**config.mk**
```make
export PLATFORM = sky130hd
export DESIGN_NAME = reset_sequencer
export DESIGN_NICKNAME = d
export VERILOG_FILES = /design/src/rtl/reset_seq_pkg.sv /design/src/rtl/sync_bit.sv /design/src/rtl/reset_sequencer.sv
export SDC_FILE = /design/constraint.sdc
export NUM_CORES = 1
export LEC_CHECK = 0
export CORE_MARGIN = 2
export CORE_UTILIZATION = 55
export DETAILED_ROUTE_END_ITERATION = 16
export PLACE_DENSITY = 0.86
export REMOVE_ABC_BUFFERS = 1
export SYNTH_ARGS = -nofsm -noshare
export SYNTH_HDL_FRONTEND = slang
export SYNTH_HIERARCHICAL = 1
export SYNTH_SLANG_ARGS = --single-unit
export TNS_END_PERCENT = 20
```
**constraint.sdc**
```tcl
create_clock -name iCLK -period 4.05 [get_ports iCLK]
set_clock_uncertainty 0.05 [all_clocks]
set_input_delay 0.81 -clock iCLK [delete_from_list [all_inputs] [get_ports iCLK]]
set_output_delay 0.81 -clock iCLK [all_outputs]
set_load 0.02 [all_outputs]
```
**src/rtl/reset_seq_pkg.sv**
```systemverilog
// reset_seq_pkg: shared state and reset-cause encodings for the reset sequencer.
package reset_seq_pkg;
  typedef enum logic [2:0] {ASSERT, WAIT_LOCK, STRETCH, STAGGER, RUN} state_t;
  localparam logic [1:0] CAUSE_MASTER = 2'b00;
  localparam logic [1:0] CAUSE_SOFT   = 2'b01;
  localparam logic [1:0] CAUSE_LOCK   = 2'b10;
endpackage

```
**src/rtl/sync_bit.sv**
```systemverilog
// sync_bit: STAGES-deep synchroniser chain for one asynchronous bit, cleared by async reset.
module sync_bit #(
  parameter int STAGES = 2
) (
  input  logic i_clk,
  input  logic i_rst,
  input  logic i_d,
  output logic o_q
);
  logic [STAGES-1:0] r_sync;
  always_ff @(posedge i_clk or posedge i_rst)
    if (i_rst) r_sync <= '0;
    else r_sync <= {r_sync[STAGES-2:0], i_d};
  assign o_q = r_sync[STAGES-1];
endmodule

```
**src/rtl/reset_sequencer.sv**
```systemverilog
// reset_sequencer: lock-gated, stretched, in-order release of N active-low reset channels.
module reset_sequencer
  import reset_seq_pkg::*;
#(
  parameter int CHANNELS    = 3,
  parameter int LOCKS       = 2,
  parameter int DELAY_W     = 6,
  parameter int GAP         = 8,
  parameter int SYNC_STAGES = 2,
  parameter int SOFT_MIN    = 4
) (
  input  logic                iCLK,
  input  logic                iRESET,
  input  logic                iSOFT_RST,
  input  logic [LOCKS-1:0]    iLOCKED,
  output logic [CHANNELS-1:0] oRESETn,
  output logic                oREADY,
  output logic [1:0]          oCAUSE
);
  localparam int CW = (DELAY_W + 1 > $clog2(GAP) + 1) ? DELAY_W + 1 : $clog2(GAP) + 1;
  localparam int SW = $clog2(SOFT_MIN + 1);
  localparam logic [CW-1:0] STRETCH_END = CW'((1 << DELAY_W) - 1);
  localparam logic [CW-1:0] GAP_END     = CW'(GAP - 1);
  localparam logic [SW-1:0] SOFT_END    = SW'(SOFT_MIN - 1);

  logic [LOCKS:0]    w_raw, w_sync;
  logic              w_lock_ok, w_soft, w_soft_ok, w_lock_lost;
  state_t            r_state, w_state;
  logic [CW-1:0]     r_cnt, w_cnt;
  logic [CHANNELS-1:0] r_rel, w_rel, w_shift;
  logic              r_ready, w_ready;
  logic [1:0]        r_cause, w_cause;
  logic [SW-1:0]     r_soft_cnt, w_soft_cnt;

  assign w_raw = {iSOFT_RST, iLOCKED};
  for (genvar i = 0; i <= LOCKS; i++) begin : g_sync
    sync_bit #(.STAGES(SYNC_STAGES)) u_sync (
      .i_clk(iCLK),
      .i_rst(iRESET),
      .i_d  (w_raw[i]),
      .o_q  (w_sync[i])
    );
  end

  assign w_lock_ok   = &w_sync[LOCKS-1:0];
  assign w_soft      = w_sync[LOCKS];
  // soft_ok on the SOFT_MIN-th consecutive synchronised-high cycle
  assign w_soft_ok   = w_soft && (r_soft_cnt == SOFT_END);
  assign w_lock_lost = !w_lock_ok && (r_state inside {STRETCH, STAGGER, RUN});
  assign w_shift     = CHANNELS'({r_rel, 1'b1});

  always_comb begin
    w_state    = r_state;
    w_cnt      = r_cnt;
    w_rel      = r_rel;
    w_ready    = r_ready;
    w_cause    = r_cause;
    w_soft_cnt = !w_soft ? '0 : w_soft_ok ? r_soft_cnt : r_soft_cnt + 1'b1;
    case (r_state)
      ASSERT:
        if (!w_soft_ok) begin
          w_state = WAIT_LOCK;
          w_cnt   = '0;
        end
      WAIT_LOCK:
        if (w_lock_ok) begin
          w_state = STRETCH;
          w_cnt   = '0;
        end
      STRETCH:
        if (r_cnt == STRETCH_END) begin
          w_rel   = CHANNELS'(1);
          w_state = (CHANNELS == 1) ? RUN : STAGGER;
          w_ready = (CHANNELS == 1);
          w_cnt   = '0;
        end else w_cnt = r_cnt + 1'b1;
      STAGGER:
        if (r_cnt == GAP_END) begin
          w_rel   = w_shift;
          w_state = &w_shift ? RUN : STAGGER;
          w_ready = &w_shift;
          w_cnt   = '0;
        end else w_cnt = r_cnt + 1'b1;
      default: ;
    endcase
    if (r_state != ASSERT && (w_soft_ok || w_lock_lost)) begin
      w_state = ASSERT;
      w_cnt   = '0;
      w_rel   = '0;
      w_ready = 1'b0;
      w_cause = w_lock_lost ? CAUSE_LOCK : CAUSE_SOFT;
    end
  end

  always_ff @(posedge iCLK or posedge iRESET)
    if (iRESET) begin
      r_state    <= ASSERT;
      r_cnt      <= '0;
      r_rel      <= '0;
      r_ready    <= 1'b0;
      r_cause    <= CAUSE_MASTER;
      r_soft_cnt <= '0;
    end else begin
      r_state    <= w_state;
      r_cnt      <= w_cnt;
      r_rel      <= w_rel;
      r_ready    <= w_ready;
      r_cause    <= w_cause;
      r_soft_cnt <= w_soft_cnt;
    end

  assign oRESETn = r_rel;
  assign oREADY  = r_ready;
  assign oCAUSE  = r_cause;
endmodule

```
---- After elaboration in Yosys (flattened, before gate mapping) ----
Index checks and enable logic that the tools add are counted.
Widths: inputs -> output; s select.
cells by class
  add/subtract/negate cells ............... 2
  equality and inequality tests ........... 12
  muxes and demuxes ....................... 24
  reductions and logical operators ........ 15
operators by type and width
  operator             count
  $mux 7               5
  $mux 3               11
  $pmux 7 s4           1
  $pmux 3 s4           1
  $eq 3x2->1 const B   3
  $reduce_bool 3->1    3
  $add 7x1->7 const B  1
  $eq 7x3->1 const B   1
  $eq 7x6->1 const B   1
  $ne 3x1->1 const B   2
  $ne 3x3->1 const B   2
  $pmux 3 s2           1
  $reduce_and 3->1     2
  $reduce_and 5->1     1
  $reduce_bool 5->1    1
  $reduce_and 2->1     2
  $add 3x1->3 const B  1
  $eq 3x1->1 const B   1
  $eq 3x3->1 const B   1
  $logic_and 1x1->1    3
  $logic_not 3->1      1
  $mux 1               3
  $mux 2               1
  $ne 2x2->1 const B   1
  3 further kinds      3
storage, ports and cells
  register bits after elaboration ......... 25
  output and inout bits ................... 6
  logic and storage cells ................. 62

---- Depth between registers and ports, before layout ----
  depth in word-level cells ............... 7
  depth in mapped cells ................... 7
  mapped depth without buffers ............ 7

---- Hierarchy ----
Netlist, hierarchy kept.
by module, submodules not included
  module           times used  cells each  area each (µm²)
  reset_sequencer  1           125         1133.6
  sync_bit         3           3           53.8

---- Worst setup path after synthesis ----
Ideal clock, no wire load.
  path kind ............................... flip-flop to flip-flop
  start point ............................. reg r_soft_cnt[0]
  end point ............................... reg r_state[0]
  library setup time ...................... 125 ps
  arrival time ............................ 1928 ps
  data required time ...................... 3875 ps
  path slack .............................. 1947 ps
  cell stages (with the launch flop) ...... 8
  buffers on the path ..................... 0
  clock period less this slack ............ 2103 ps
  path through ............................ dfrtp_1 > ha_1 > ha_1 > and2_1 > nor3_1 > o31ai_4 > nand2b_4 > mux2_4
on the way
  longest elaborated chain between the ends .. 6
  elaborated cells between the ends (all ways) .. 11
  classes of those cells .................. eq/ne (5); mux (1); reduce/logical (5)
ends and longest elaborated chain
  item                                                       RTL line                text
  start, declared                                            reset_sequencer.sv:33   logic [SW-1:0] r_soft_cnt, w_soft_cnt;
  start signal, assigned                                     reset_sequencer.sv:109  r_soft_cnt <= w_soft_cnt;
  $eq 3x2->1 *                                               reset_sequencer.sv:48   assign w_soft_ok = w_soft && (r_soft_cnt == SOFT_END);
  $logic_and 1x1->1 *                                        reset_sequencer.sv:48
  $logic_or 1x1->1                                           reset_sequencer.sv:86   if (r_state != ASSERT && (w_soft_ok || w_lock_lost)) begin
  $logic_and 1x1->1                                          reset_sequencer.sv:86
  $ne 3x1->1 (no source line), or another cell as far along  --
  $reduce_and 5->1 (no source line)                          --
  end signal, assigned                                       reset_sequencer.sv:104  r_state <= w_state;
  end, declared                                              reset_sequencer.sv:28   state_t r_state, w_state;
Every way passes the cells marked *; elsewhere a longest branch is shown, timed or not.
A chain may end at the register's enable or synchronous reset.

---- Worst setup path after layout ----
  start point ............................. reg r_rel[0] (netlist: oRESETn[0])
  end point ............................... out oRESETn[0]
RTL lines
  item                    RTL line                text
  start, declared         reset_sequencer.sv:30   logic [CHANNELS-1:0] r_rel, w_rel, w_shift;
  start signal, assigned  reset_sequencer.sv:106  r_rel <= w_rel;
  end, declared           reset_sequencer.sv:16   output logic [CHANNELS-1:0] oRESETn,
No word-level cell between the ends.

==> impl_metrics.tcl <==
set metrics [dict create \
    core_sq_um 2210 \
    cts_root_buffer "clkbuf_4" \
    critPathRequiredTime_ps 3190 \
    power_density_nw_per_um2 442 \
    ys_seq_area_frac 0.483 \
    relSlewSlack 0.532 \
    n_fill_cell 176 \
    ant_nets 0 \
    grt_pass1_vias 936 \
    cts_tree "built" \
    met3_usage 0.0257 \
    synth.most_common_cell "dfrtp_1" \
    area_growth_pct 10.8 \
    cts_max_path_buffers 2 \
    grt_setup_unrepaired "false" \
    crit_type "reg2out" \
    yosys_most_used_dff "dfrtp_1" \
    grt_pass1_wl_um 4040 \
    grt_usage 0.199 \
    die_y_um 52.5 \
    htreeDepth 1 \
    start_util 0.585 \
    fin_nets 153 \
    timing.final.max_slew_violations 0 \
    crit_slowest_cell "clkdlybuf4s50_1" \
    drv_cap 0 \
    fin_crit_ps 2320 \
    numCtsBuffers 3 \
    portBuffers 10 \
    overflow 0 \
    clk_pin_slew_ps 130 \
    cp_max_fo 7 \
    fin_crit_sh 0.572 \
    final_area_sq_um 1440 \
    ff_latch_area_sq_um 626 \
    ys_async_sr_fraction 1.00 \
    crit_path_cell_trace "clkdlybuf4s50_1" \
    p_leak_nw 0.615 \
    grt-busiest-layer "met2" \
    fmax_mhz 432 \
    gr-usage-met1 0.264 \
    post_drt_wl_per_cell_um 14.1 \
    netlist_top_cells_area "dfrtp_1 (48%), nand2_1 (4.9%), o21ai_0 (3.9%)" \
    reg2reg_slack_ps 1750 \
    antenna_found_initial 0 \
    num_rows 17 \
    critPathMaxStageDelay_ps 660 \
    die-area_sq_um 2760 \
    crit_path_end_kind "primary output" \
    post_cts_buffers 0 \
    setup_viol 0 \
    dpl_cell_area_sq_um 1410 \
    route.detailed.drc 0 \
    clkLatencyLatePin_ps 310 \
    yosysTopAreaCell "dfrtp_1" \
    hpwl_um 1760 \
    power.total_mw 0.634 \
    critPathBufInv 1 \
    setup_tns_ps 0 \
    use_met2 0.333 \
    crit_arrival_ps 1460 \
    wirelength_um 2430 \
    startpoint_type "flop" \
    status "complete, no violations" \
    netlist_area_sq_um 1290 \
    cts.repair.resized 0 \
    diodes 0 \
    drt_iter0_drc 28 \
    ys_warn_count 6 \
    synth_top_area_frac 0.483 \
    synth_cell_types 35 \
    yosys_register_bits 25 \
    cts.sinks 25 \
    tightest_slew_ps 701 \
    multi_input_area_sq_um 624 \
    hold_viol 0 \
    die_w_um 52.5 \
    syn-mean-instance-area_sq_um 9.66 \
    max-vdd-ir-drop_uv 340 \
    viasPerCell 5.80 \
    synthTopCellsByCount "dfrtp_1 (25), nand2_1 (17), nor2_1 (13)" \
    drtPass1Iterations 4 \
    io_pins 11 \
    hold_buffers 0 \
    synthCells 134 \
    drive_gt1_frac 0.0833 \
    vias 997 \
    place_congestion 0.841 \
    cp_top_family "buffers and inverters" \
    worstHoldPathType "reg2reg" \
    synth-edff-count 0 \
    grt_max_degree 20 \
]
-- flip-flops by register name, indices dropped and copies added (netlist names) --
signal / flops
r_state: 3
r_soft_cnt: 3
oRESETn: 3
r_cnt: 7
g_sync.u_sync/r_sync: 6
oREADY: 1
oCAUSE: 2
-- path summary, 6_finish.rpt --
path / startpoint / end / cells after the start
min in group asynchronous: iRESET / g_sync[1].u_sync/r_sync[0] / 2
max in group asynchronous: iRESET / r_cnt[1] / 2
min: g_sync[2].u_sync/r_sync[0] / g_sync[2].u_sync/r_sync[1] / 0
max reg2reg: r_soft_cnt[0] / r_state[1] / 7
min reg2reg: g_sync[2].u_sync/r_sync[0] / g_sync[2].u_sync/r_sync[1] / 0
max: oRESETn[0] / oRESETn[0] / 1
-- cell type report --
| cell class | instances | area share |
|---|---|---|
| tap | 28 | 0.0244 |
| inverter | 6 | 0.0157 |
| sequential | 25 | 0.436 |
| timing repair buffer | 10 | 0.0697 |
| multi-input combinational | 99 | 0.435 |
| clock buffer | 3 | 0.0157 |
| clock inverter | 1 | 0.00349 |
-- metal layers --
layer	up-vias	wire length, um
met5	-	0
met4	0	17
met3	2	121
met2	41	1210
met1	467	1080
li1	487	-
-- per-stage QoR --
step / utilization / std cells / hold slack, ps / setup slack [ps]
after global routing: 0.649 / 172 / 327 / 1590
final: 0.649 / 172 / 313 / 1730
after global placement: 0.636 / 168 / 286 / 1870
after floorplan: - / 130 / 281 / 1950
after CTS: 0.649 / 172 / 317 / 1720
after detailed placement: 0.636 / 168 / 286 / 1790
-- power by group --
| group | switching (mW) | internal [mW] |
|---|---|---|
| Clock | 0.0706 | 0.0368 |
| Combinational | 0.106 | 0.0974 |
| Sequential | 0.0480 | 0.275 |
-- cell families (layout without fill, tap and decap cells) --
logic type | after synthesis | count (layout) | share of synthesized area
muxes | 5 | 5 | 0.0464
xor gates and xnor gates | 2 | 2 | 0.0135
adders and majority gates | 3 | 3 | 0.0290
AOI/OAI and AO/OA | 30 | 30 | 0.160
buffers and inverters | 10 | 20 | 0.0348
DFF | 25 | 25 | 0.483
and+or+nand+nor | 59 | 59 | 0.233
-- placed cells by master, fill, tap and decap left out, drive strengths merged, types with 2 or more instances in the layout --
master and count:
dfrtp 25, nand2 17, nor2 13, o21ai 10
clkdlybuf4s50 10, nand3 8, a21oi 7, inv 6
nor3 6, and2 4, nor2b 3, mux2i 3
ha 3, clkbuf 3, nand2b 3, a211o 2
xnor2 2, nor3b 2, o21a 2, mux2 2
o211ai 2, o31ai 2
(Power assumes the default switching activity.)
